**src/rtl/winograd_feeder_pkg.sv**
```systemverilog
// Shared constants and types for the Winograd operand feeder.
package winograd_pkg;
  localparam int NUM_LANES  = 8;
  localparam int LANE_IDX_W = $clog2(NUM_LANES);
  // fill count must reach NUM_LANES, so it needs one bit more than a lane index
  localparam int CNT_W      = LANE_IDX_W + 1;

  typedef enum logic {
    FILL = 1'b0,
    EMIT = 1'b1
  } feeder_state_e;
endpackage

```
**src/rtl/winograd_feeder_if.sv**
```systemverilog
// Activation stream, weight write port and operand handshake of the feeder.
interface winograd_feeder_if #(
  parameter int IN_SIZE_0 = 4,
  parameter int IN_SIZE_1 = 8
) ();
  import winograd_pkg::*;

  logic                                  w_wr_i;
  logic [LANE_IDX_W-1:0]                 w_idx_i;
  logic [IN_SIZE_0-1:0]                  w_data_i;
  logic                                  w_ready_o;
  logic                                  act_valid_i;
  logic                                  act_ready_o;
  logic [IN_SIZE_1-1:0]                  act_data_i;
  logic                                  act_last_i;
  logic                                  out_valid_o;
  logic                                  out_ready_i;
  logic [NUM_LANES-1:0][IN_SIZE_0-1:0]   in_0_o;
  logic [NUM_LANES-1:0][IN_SIZE_1-1:0]   in_1_o;
  logic                                  busy_o;

  modport master (
    output w_wr_i, w_idx_i, w_data_i, act_valid_i, act_data_i, act_last_i, out_ready_i,
    input  w_ready_o, act_ready_o, out_valid_o, in_0_o, in_1_o, busy_o
  );

  modport slave (
    input  w_wr_i, w_idx_i, w_data_i, act_valid_i, act_data_i, act_last_i, out_ready_i,
    output w_ready_o, act_ready_o, out_valid_o, in_0_o, in_1_o, busy_o
  );
endinterface

```
**src/rtl/winograd_feeder_act_window.sv**
```systemverilog
// Activation window buffer: in-order lane writes, shift down by STRIDE, clear.
module winograd_act_window
  import winograd_pkg::*;
#(
  parameter int W      = 8,
  parameter int STRIDE = 2
) (
  input  logic                        clk_i,
  input  logic                        rst_ni,
  input  logic                        wr_i,
  input  logic [W-1:0]                wr_data_i,
  input  logic                        shift_i,
  input  logic                        clr_i,
  output logic [NUM_LANES-1:0][W-1:0] lanes_o,
  output logic [CNT_W-1:0]            fill_cnt_o
);
  logic [CNT_W-1:0] fill_cnt_q, fill_cnt_d;

  // clear wins over shift, shift over write; the FSM never asserts two at once
  always_comb begin
    fill_cnt_d = fill_cnt_q;
    if (clr_i)        fill_cnt_d = '0;
    else if (shift_i) fill_cnt_d = CNT_W'(NUM_LANES - STRIDE);
    else if (wr_i)    fill_cnt_d = fill_cnt_q + CNT_W'(1);
  end

  always_ff @(posedge clk_i or negedge rst_ni) begin
    if (!rst_ni) fill_cnt_q <= '0;
    else         fill_cnt_q <= fill_cnt_d;
  end

  for (genvar i = 0; i < NUM_LANES; i++) begin : g_lane
    logic [W-1:0] lane_q;
    logic [W-1:0] shift_val;

    // lanes with no source STRIDE above them are vacated by the shift
    if (i + STRIDE < NUM_LANES) begin : g_src
      assign shift_val = lanes_o[i+STRIDE];
    end else begin : g_zero
      assign shift_val = '0;
    end

    always_ff @(posedge clk_i or negedge rst_ni) begin
      if (!rst_ni)                                   lane_q <= '0;
      else if (clr_i)                                lane_q <= '0;
      else if (shift_i)                              lane_q <= shift_val;
      else if (wr_i && fill_cnt_q == CNT_W'(i))      lane_q <= wr_data_i;
    end

    assign lanes_o[i] = lane_q;
  end

  assign fill_cnt_o = fill_cnt_q;
endmodule

```
**src/rtl/winograd_feeder.sv**
```systemverilog
// Builds strided 8-lane activation windows and presents them with the weight bank.
module winograd_feeder
  import winograd_pkg::*;
#(
  parameter int IN_SIZE_0 = 4,
  parameter int IN_SIZE_1 = 8,
  parameter int STRIDE    = 2
) (
  input  logic              clk_i,
  input  logic              rst_ni,
  winograd_feeder_if.slave  bus
);
  feeder_state_e state_q, state_d;
  logic          last_seen_q, last_seen_d;
  logic          win_wr, win_shift, win_clr;
  logic          act_ready, out_valid;
  logic [CNT_W-1:0]                    fill_cnt;
  logic [NUM_LANES-1:0][IN_SIZE_1-1:0] lanes;
  logic [NUM_LANES-1:0][IN_SIZE_0-1:0] weights_q;

  winograd_act_window #(
    .W      (IN_SIZE_1),
    .STRIDE (STRIDE)
  ) u_window (
    .clk_i      (clk_i),
    .rst_ni     (rst_ni),
    .wr_i       (win_wr),
    .wr_data_i  (bus.act_data_i),
    .shift_i    (win_shift),
    .clr_i      (win_clr),
    .lanes_o    (lanes),
    .fill_cnt_o (fill_cnt)
  );

  always_comb begin
    state_d     = state_q;
    last_seen_d = last_seen_q;
    act_ready   = 1'b0;
    out_valid   = 1'b0;
    win_wr      = 1'b0;
    win_shift   = 1'b0;
    win_clr     = 1'b0;
    unique case (state_q)
      FILL: begin
        act_ready = 1'b1;
        if (bus.act_valid_i) begin
          win_wr = 1'b1;
          if (bus.act_last_i || fill_cnt == CNT_W'(NUM_LANES - 1)) begin
            state_d     = EMIT;
            last_seen_d = bus.act_last_i;
          end
        end
      end
      EMIT: begin
        out_valid = 1'b1;
        if (bus.out_ready_i) begin
          state_d = FILL;
          // end of row drops the overlap so the next row starts at lane 0
          if (last_seen_q) begin
            win_clr     = 1'b1;
            last_seen_d = 1'b0;
          end else begin
            win_shift = 1'b1;
          end
        end
      end
      default: state_d = FILL;
    endcase
  end

  always_ff @(posedge clk_i or negedge rst_ni) begin
    if (!rst_ni) begin
      state_q     <= FILL;
      last_seen_q <= 1'b0;
    end else begin
      state_q     <= state_d;
      last_seen_q <= last_seen_d;
    end
  end

  // weights only change while no window is on offer, so in_0_o is stable in EMIT
  always_ff @(posedge clk_i or negedge rst_ni) begin
    if (!rst_ni)                             weights_q <= '0;
    else if (bus.w_wr_i && state_q == FILL)  weights_q[bus.w_idx_i] <= bus.w_data_i;
  end

  assign bus.w_ready_o   = (state_q == FILL);
  assign bus.act_ready_o = act_ready;
  assign bus.out_valid_o = out_valid;
  assign bus.in_0_o      = weights_q;
  assign bus.in_1_o      = lanes;
  assign bus.busy_o      = (fill_cnt != '0) || (state_q == EMIT);
endmodule

```
**src/flat_wrapper.sv**
```systemverilog
// flat-port wrapper written by rule: the top's interface ports become plain ports
module winograd_feeder_flat import winograd_pkg::*;
#(
  parameter int IN_SIZE_0 = 4,
  parameter int IN_SIZE_1 = 8,
  parameter int STRIDE    = 2
)
  (clk_i, rst_ni, bus_w_wr_i, bus_w_idx_i, bus_w_data_i, bus_act_valid_i, bus_act_data_i, bus_act_last_i, bus_out_ready_i, bus_w_ready_o, bus_act_ready_o, bus_out_valid_o, bus_in_0_o, bus_in_1_o, bus_busy_o);
  winograd_feeder_if #(.IN_SIZE_0(IN_SIZE_0), .IN_SIZE_1(IN_SIZE_1)) bus_i ();
  input  logic clk_i;
  input  logic rst_ni;
  input wire logic [$bits(bus_i.w_wr_i)-1:0] bus_w_wr_i;
  input wire logic [$bits(bus_i.w_idx_i)-1:0] bus_w_idx_i;
  input wire logic [$bits(bus_i.w_data_i)-1:0] bus_w_data_i;
  input wire logic [$bits(bus_i.act_valid_i)-1:0] bus_act_valid_i;
  input wire logic [$bits(bus_i.act_data_i)-1:0] bus_act_data_i;
  input wire logic [$bits(bus_i.act_last_i)-1:0] bus_act_last_i;
  input wire logic [$bits(bus_i.out_ready_i)-1:0] bus_out_ready_i;
  output wire logic [$bits(bus_i.w_ready_o)-1:0] bus_w_ready_o;
  output wire logic [$bits(bus_i.act_ready_o)-1:0] bus_act_ready_o;
  output wire logic [$bits(bus_i.out_valid_o)-1:0] bus_out_valid_o;
  output wire logic [$bits(bus_i.in_0_o)-1:0] bus_in_0_o;
  output wire logic [$bits(bus_i.in_1_o)-1:0] bus_in_1_o;
  output wire logic [$bits(bus_i.busy_o)-1:0] bus_busy_o;
  assign bus_i.w_wr_i = bus_w_wr_i;
  assign bus_i.w_idx_i = bus_w_idx_i;
  assign bus_i.w_data_i = bus_w_data_i;
  assign bus_i.act_valid_i = bus_act_valid_i;
  assign bus_i.act_data_i = bus_act_data_i;
  assign bus_i.act_last_i = bus_act_last_i;
  assign bus_i.out_ready_i = bus_out_ready_i;
  assign bus_w_ready_o = bus_i.w_ready_o;
  assign bus_act_ready_o = bus_i.act_ready_o;
  assign bus_out_valid_o = bus_i.out_valid_o;
  assign bus_in_0_o = bus_i.in_0_o;
  assign bus_in_1_o = bus_i.in_1_o;
  assign bus_busy_o = bus_i.busy_o;
  winograd_feeder #(.IN_SIZE_0(IN_SIZE_0), .IN_SIZE_1(IN_SIZE_1), .STRIDE(STRIDE)) u_core (.clk_i(clk_i), .rst_ni(rst_ni), .bus(bus_i));
endmodule
```
**config.mk**
```make
export PLATFORM = sky130hd
export DESIGN_NAME = winograd_feeder_flat
export DESIGN_NICKNAME = d
export VERILOG_FILES = /design/src/rtl/winograd_feeder_pkg.sv /design/src/rtl/winograd_feeder_if.sv /design/src/rtl/winograd_feeder_act_window.sv /design/src/rtl/winograd_feeder.sv /design/src/flat_wrapper.sv
export SDC_FILE = /design/constraint.sdc
export NUM_CORES = 1
export LEC_CHECK = 0
export ABC_AREA = 1
export BUFFER_PORTS_ARGS = -buffer_cell sky130_fd_sc_hd__buf_4
export CAP_MARGIN = 20
export CORE_MARGIN = 2
export CORE_UTILIZATION = 50
export CTS_BUF_LIST = sky130_fd_sc_hd__clkbuf_8
export DETAILED_ROUTE_END_ITERATION = 10
export PLACE_DENSITY = 0.84
export SETUP_SLACK_MARGIN = 0.4
export SKIP_CTS_REPAIR_TIMING = 1
export SYNTH_ARGS = -nofsm -noshare
export SYNTH_HDL_FRONTEND = slang
export SYNTH_HIERARCHICAL = 1
export SYNTH_SLANG_ARGS = --single-unit
```
**constraint.sdc**
```tcl
create_clock -name clk_i -period 4.1 [get_ports clk_i]
set_clock_uncertainty 0.15 [all_clocks]
set_input_delay 0.205 -clock clk_i [delete_from_list [all_inputs] [get_ports clk_i]]
set_output_delay 0.205 -clock clk_i [all_outputs]
set_load 0.02 [all_outputs]
```
==> out/metrics.cfg, run 1 <==
[worst_setup_path]
cp_cell_sequence = dlygate4sd3_1 -> buf_4 -> nand2_1 -> nor2_4 -> buf_4 -> nor2_4 -> buf_4 -> nand2_2 -> inv_1 -> nand2_1 -> nand2_1
reg2regPathDepth = 9
critPathMaxStageDelay_ns = 0.54
critical-path-top-delay-family = buffers and inverters
ff2ff_setup_slack_ns = 1.52
arrival_ns = 2.77
r2r-end = u_core/u_window/g_lane[5].shift_val[1]
r2r_start = u_core/state_q
critPathSlowestCell = dlygate4sd3_1
cp_max_fo = 52
cp-start-kind = input pin
crit_path_end_kind = flop
path_buf_inv = 5
required_ns = 4.27
critical_path_class = input pin to flop

[clocking]
cts_tree = built
clk_latency_ns = 0.38
clk_pin_slew_ns = 0.09
clockRootBuffer = clkbuf_8
numCtsBuffers = 9
cts_max_path_buffers = 2
numClockSinks = 102
cts_max_level = 3

[yosys]
synth_most_common_cell = nand2_1
yosys_register_bits = 102
synth_cells = 632
ys_seq_area_share_pct = 51.91
synthArstFlopShare_pct = 100.0
yosys_warnings = 6
synth_top_area_share_pct = 51.91
ys_top_cells_by_count = nand2_1, nand3_1, dfrtp_1
synthFlopType = dfrtp_1
yosys.area.top_type = dfrtp_1
ys_types = 19
synth_edf_count = 0
syn_nets = 657
synth.top_cells.by_area = dfrtp_1, nand2_1, nand3_1
netlist_area_um2 = 4917
avgSynthCellArea_um2 = 7.780

[global_routing]
gr-total-overflow = 0
grt_antenna_before_repair = 0
grt_pass1_vias = 4331
grt_pass1_wl_um = 21090
grt_usage_pct = 25.76
grt_max_degree = 73

[pwr]
p_total_uw = 4157
power.leakage_uw = 0.003463
ir_worst_vdd_mv = 0.3080
powerDensity_nw_per_um2 = 684.5

[die]
placementRows = 36
fp.dieArea_um2 = 10640
initial_utilization_pct = 51.01
core_um2 = 9639
fp.dieW_um = 103.2
io_pins = 121
die_height_um = 103.2

[min_path]
min_to = u_core/bus.in_0_o[11]
hold_class = input pin to flop
min_path_cells = 4
min-delay-start = bus_w_idx_i[2]

[timing]
slew_viol_final = 0
grt_setup_unrepaired = no
setup_viol = 0
tightest_slew_ns = 0.8964
fin_ws_ns = 1.499
fmax_mhz = 384.5
max-slew-margin-rel_pct = 40.24
fin_crit_ns = 2.601
finalSetupTns_ns = 0
finalHoldViolCount = 0
fin_crit_sh_pct = 63.43

[routing]
vias_per_cell = 5.344
drc = 0
finalWirelength_um = 13300
antenna_left = 0
via_count = 4729
dr.first_iter.drc_count = 471
wl_per_cell_um = 15.03
drt_first_pass_iters = 5

[cells_and_area]
diodes = 0
nets = 773
synthToLayoutAreaGrowth_pct = 23.51
fin_util_pct = 63.01
fin_cells = 885
fillers = 886
layout-drive-gt1-share_pct = 21.01

[outcome]
status = complete, no violations

[placement]
io_buffers = 120
gp_congestion = 0.8590
post-place-cells = 863
hpwl_um = 9342
dp_slack_ns = 1.587

[flow_run]
drv_cap = 0

routing by layer:
metal / share of wire [%] / up-vias / routed length [um] / GRT usage (%)
met4: 2.0 / 0 / 265 / 7.591
met1: 41 / 2230 / 5430 / 33.84
met3: 8.9 / 22 / 1181 / 6.855
li1: - / 2248 / - / -
met5: 0 / - / 0 / 0
met2: 48 / 229 / 6424 / 42.36
stage by stage:
stage          hold WS [ns]  area (um^2)
2_1_floorplan       -0.2406         4917
3_3_place_gp         0.2222         5847
3_5_place_dp         0.2330         5847
4_1_cts             -0.1747         6003
5_1_grt             0.03485         6073
6_report            0.02782         6073
placed cells by master (no fill, tap or decap):
cell type | Yosys | layout
or2_2 | 1 | 1
nor2_4 | 3 | 4
inv_2 | 3 | 3
dfrtp_1 | 102 | 102
nor2_1 | 18 | 17
nand3_4 | 1 | 1
dlygate4sd3_1 | 0 | 7
nand2_2 | 12 | 12
buf_4 | 4 | 124
clkinvlp_4 | 0 | 2
inv_1 | 29 | 31
o21ai_0 | 13 | 13
nor3_1 | 1 | 1
nand3_1 | 137 | 137
ha_1 | 4 | 4
nand2_1 | 278 | 278
clkbuf_8 | 0 | 9
a21oi_1 | 3 | 3
clkinv_2 | 0 | 2
o21ai_1 | 1 | 1
kinds of logic after synthesis:
| family | synth area share (%) |
|---|---|
| buf+inv | 6.005 |
| fa+ha+maj | 1.018 |
| flops | 51.91 |
| simple gates | 39.34 |
| compound gates | 1.730 |
final cells by class:
cell class	instances	area (um^2)	share of cell area (%)
sequential	102	2552	42.03
multi-input combinational	472	2077	34.20
timing repair buffer	131	1001	16.48
tap	133	166.4	2.740
clock buffer	9	123.9	2.040
inverter	32	120.1	1.978
clock inverter	6	32.53	0.5356
how the worst max path moves through the flow:
| stage | start | endpoint | slack, ns | cells after the start |
|---|---|---|---|---|
| detailed placement | u_core/state_q | u_core/u_window/g_lane[5].shift_val[1] | 1.59 | 9 |
| global placement | u_core/state_q | u_core/u_window/g_lane[5].shift_val[1] | 1.66 | 9 |
| global route | u_core/state_q | u_core/u_window/g_lane[5].shift_val[1] | 1.37 | 9 |
| CTS | u_core/state_q | u_core/u_window/g_lane[5].shift_val[1] | 1.56 | 9 |
| finish | bus_out_ready_i | u_core/u_window/g_lane[5].shift_val[1] | 1.50 | 11 |
| floorplan | u_core/state_q | u_core/u_window/g_lane[0].lane_q[2] | 2.30 | 9 |
tightest hold or removal path, stage by stage:
cell,delay [ns]
buf_4,0.10
nor2_1,0.08
nand3_1,0.09
nand2_1,0.05
flip-flops by register name, indices dropped and copies added (netlist names):
name and count:
u_core/u_window/g_lane.shift_val 48, u_core/bus.in_0_o 32, u_core/u_window/g_lane.lane_q 16, u_core/u_window/fill_cnt_o 4, u_core/last_seen_q 1, u_core/state_q 1
report_power, final:
part	total (uW)	leakage, uW	internal [uW]	switching [uW]
clock	549	0.0000835	211	338
sequential	1690	0.00130	1370	319
combinational	1920	0.00207	731	1190
total	4160	0.00346	2320	1840
(Power assumes the default switching activity.)
==> run 2, diff against run 1 <==
- clock period: 4.1 -> 2.5 ns (I/O delays scaled with it)
==> run 2 against run 1 <==
Compared with the run above:
- clock power rose by 76%
- combinational power is 67% higher
- global-route usage grew 0.22 points
- critical path depth shrank 4
- critical path type is now flop to flop
- largest cell class unchanged
==> out/metrics.cfg, run 2 (synthesized netlist as in run 1, its figures left out) <==
[clocking]
clk_pin_slew_ns = 0.10  ; was 0.09 ns
cts_max_path_buffers = 2  ; unchanged
cts_max_level = 3  ; unchanged
clockRootBuffer = clkbuf_8  ; unchanged
cts_tree = built  ; unchanged
numClockSinks = 102  ; unchanged
clk_latency_ns = 0.36  ; was 0.38 ns
numCtsBuffers = 9  ; unchanged

[pwr]
p_clk_share_pct = 14.0  ; was 13.2%
p_sw_share_pct = 44.21  ; was 44.31%
combPwrFrac_pct = 46.1  ; about the same
ir_worst_vdd_mv = 0.6051  ; was 0.3080 mV
power.internal_uw = 3871  ; was 2315 uW
powerDensity_nw_per_um2 = 1119  ; was 684.5 nW/um^2
power.leakage_uw = 0.003502  ; was 0.003463 uW
p_switching_uw = 3067  ; was 1842 uW
p_seq_share_pct = 39.9  ; was 40.7%

[outcome]
status = complete, no violations  ; unchanged

[timing]
max-slew-margin-rel_pct = 62.28  ; was 40.24%
fmax_mhz = 514.6
finalHoldViolCount = 0  ; unchanged
setup_viol = 0  ; unchanged
slew_viol_final = 0  ; unchanged
fin_crit_sh_pct = 77.72
tightest_slew_ns = 0.5659  ; was 0.8964 ns
fin_crit_ns = 1.943
finalSetupTns_ns = 0  ; unchanged
grt_setup_unrepaired = no  ; unchanged

[worst_setup_path]
crit_path_end_kind = flop  ; unchanged
critPathMaxStageDelay_ns = 0.48  ; was 0.54 ns
arrival_ns = 2.05  ; was 2.77 ns
crit_top_cell = nand2_1
cp_cell_sequence = nand2_1 -> nor2_4 -> nor2_4 -> nand2_1 -> inv_1 -> nand2_1 -> nand2_1  ; was dlygate4sd3_1 -> buf_4 -> nand2_1 -> nor2_4 -> buf_4 -> nor2_4 -> buf_4 -> nand2_2 -> inv_1 -> nand2_1 -> nand2_1
cp_max_fo = 8  ; was 52
required_ns = 2.61  ; was 4.27 ns
critical_path_class = flop to flop  ; was input pin to flop
cp-start-kind = flop  ; was input pin
critPathSlowestCell = dfrtp_1  ; was dlygate4sd3_1

[cells_and_area]
nets = 781  ; was 773
synthToLayoutAreaGrowth_pct = 26.06  ; was 23.51%
diodes = 0  ; unchanged
final_common_cell = nand2_1  ; unchanged
largest_reg_flops = 48  ; unchanged
layout-drive-gt1-share_pct = 21.81  ; was 21.01%
fin_util_pct = 64.30  ; was 63.01%
layout_common_cells = nand2_1, nand3_1, buf_4  ; unchanged

[placement]
gp_congestion = 0.8739  ; was 0.8590
io_buffers = 120  ; unchanged
hpwl_um = 9421  ; was 9342 um

[global_routing]
grt_usage_pct = 25.97  ; was 25.76%
grt_pass1_vias = 4343  ; was 4331
grt_max_degree = 62  ; was 73
grt_antenna_before_repair = 0  ; unchanged
grt_pass1_wl_um = 21490  ; was 21090 um
gr-total-overflow = 0  ; unchanged

[die]
io_pins = 121  ; unchanged
die_height_um = 103.2  ; unchanged
core_um2 = 9639  ; unchanged
fp.dieW_um = 103.2  ; unchanged
fp.dieArea_um2 = 10640  ; unchanged
placementRows = 36  ; unchanged
initial_utilization_pct = 51.01  ; unchanged

[routing]
wl_per_cell_um = 15.09  ; was 15.03 um
vias_per_cell = 5.375  ; was 5.344
drt_first_pass_iters = 6  ; was 5
antenna_left = 0  ; unchanged
drc = 0  ; unchanged
dr.first_iter.drc_count = 515  ; was 471
via_count = 4805  ; was 4729
finalWirelength_um = 13490  ; was 13300 um

[flow_run]
drv_cap = 0  ; unchanged

[min_path]
hold_class = input pin to flop  ; unchanged

-- run 2: cell types whose count changed in the layout (fill, tap and decap cells not counted), sizes merged --
cell / previous run / this run
dlygate4sd3: 7 / 11
buf: 124 / 127
clkbuf: 9 / 10
clkinv: 2 / 1
clkinvlp: 2 / 3
nor2: 21 / 22
-- run 2: metal layers --
| metal | GRT usage (%) | vias up | wire length [um] |
|---|---|---|---|
| li1 | - | 2266 | - |
| met5 | 0 | - | 0 |
| met1 | 35.06 | 2263 | 5424 |
| met2 | 41.91 | 247 | 6582 |
| met3 | 5.376 | 29 | 1206 |
| met4 | 9.413 | 0 | 280 |
-- run 2: path summary, 6_finish.rpt --
check	startpoint	endpoint	slack (ns)	depth (start not counted)
max	u_core/state_q	u_core/u_window/g_lane[5].shift_val[2]	0.56	7
min	bus_act_data_i[0]	u_core/u_window/g_lane[1].shift_val[0]	0.06	5
max reg2reg	u_core/state_q	u_core/u_window/g_lane[5].shift_val[2]	0.56	7
min reg2reg	u_core/bus.in_0_o[19]	u_core/bus.in_0_o[19]	0.33	2
max in group asynchronous	rst_ni	u_core/u_window/g_lane[5].shift_val[5]	1.34	3
min in group asynchronous	rst_ni	u_core/bus.in_0_o[6]	0.13	2
-- run 2: area by class of cell --
| type | instances | area, um^2 |
|---|---|---|
| inverter | 32 | 122.6 |
| timing repair buffer | 138 | 1084 |
| fill | 852 | 3441 |
| multi-input combinational | 473 | 2091 |
| tap | 133 | 166.4 |
| sequential | 102 | 2552 |
| clock buffer | 10 | 137.6 |
| clock inverter | 6 | 45.04 |
-- run 2: critical path, delay by kind of cell (launching register included) --
family | cells | cell delay [ns]
flops | 1 | 0.48
buf+inv | 1 | 0.13
simple gates | 6 | 1.06
-- run 2: stage by stage --
step	std cells	hold slack [ns]	setup WS (ns)	instance area, um^2	power [uW]
2_1_floorplan	632	-0.3206	0.7023	4917	4567
3_3_place_gp	866	-0.009432	0.5573	5882	5850
3_5_place_dp	866	-0.005373	0.4712	5882	5948
4_1_cts	882	-0.4031	0.4450	6065	6921
5_1_grt	894	0.04825	0.4181	6198	7396
6_report	894	0.05610	0.5569	6198	6939
-- run 2: power by group through the flow --
stage | registers (uW) | clock network (uW) | logic [uW]
after floorplan | 3370 | 0 | 1200
after global placement | 2770 | 0 | 3080
after detailed placement | 2790 | 0 | 3160
after CTS | 2760 | 984 | 3170
after global routing | 2850 | 1050 | 3500
final | 2770 | 968 | 3200
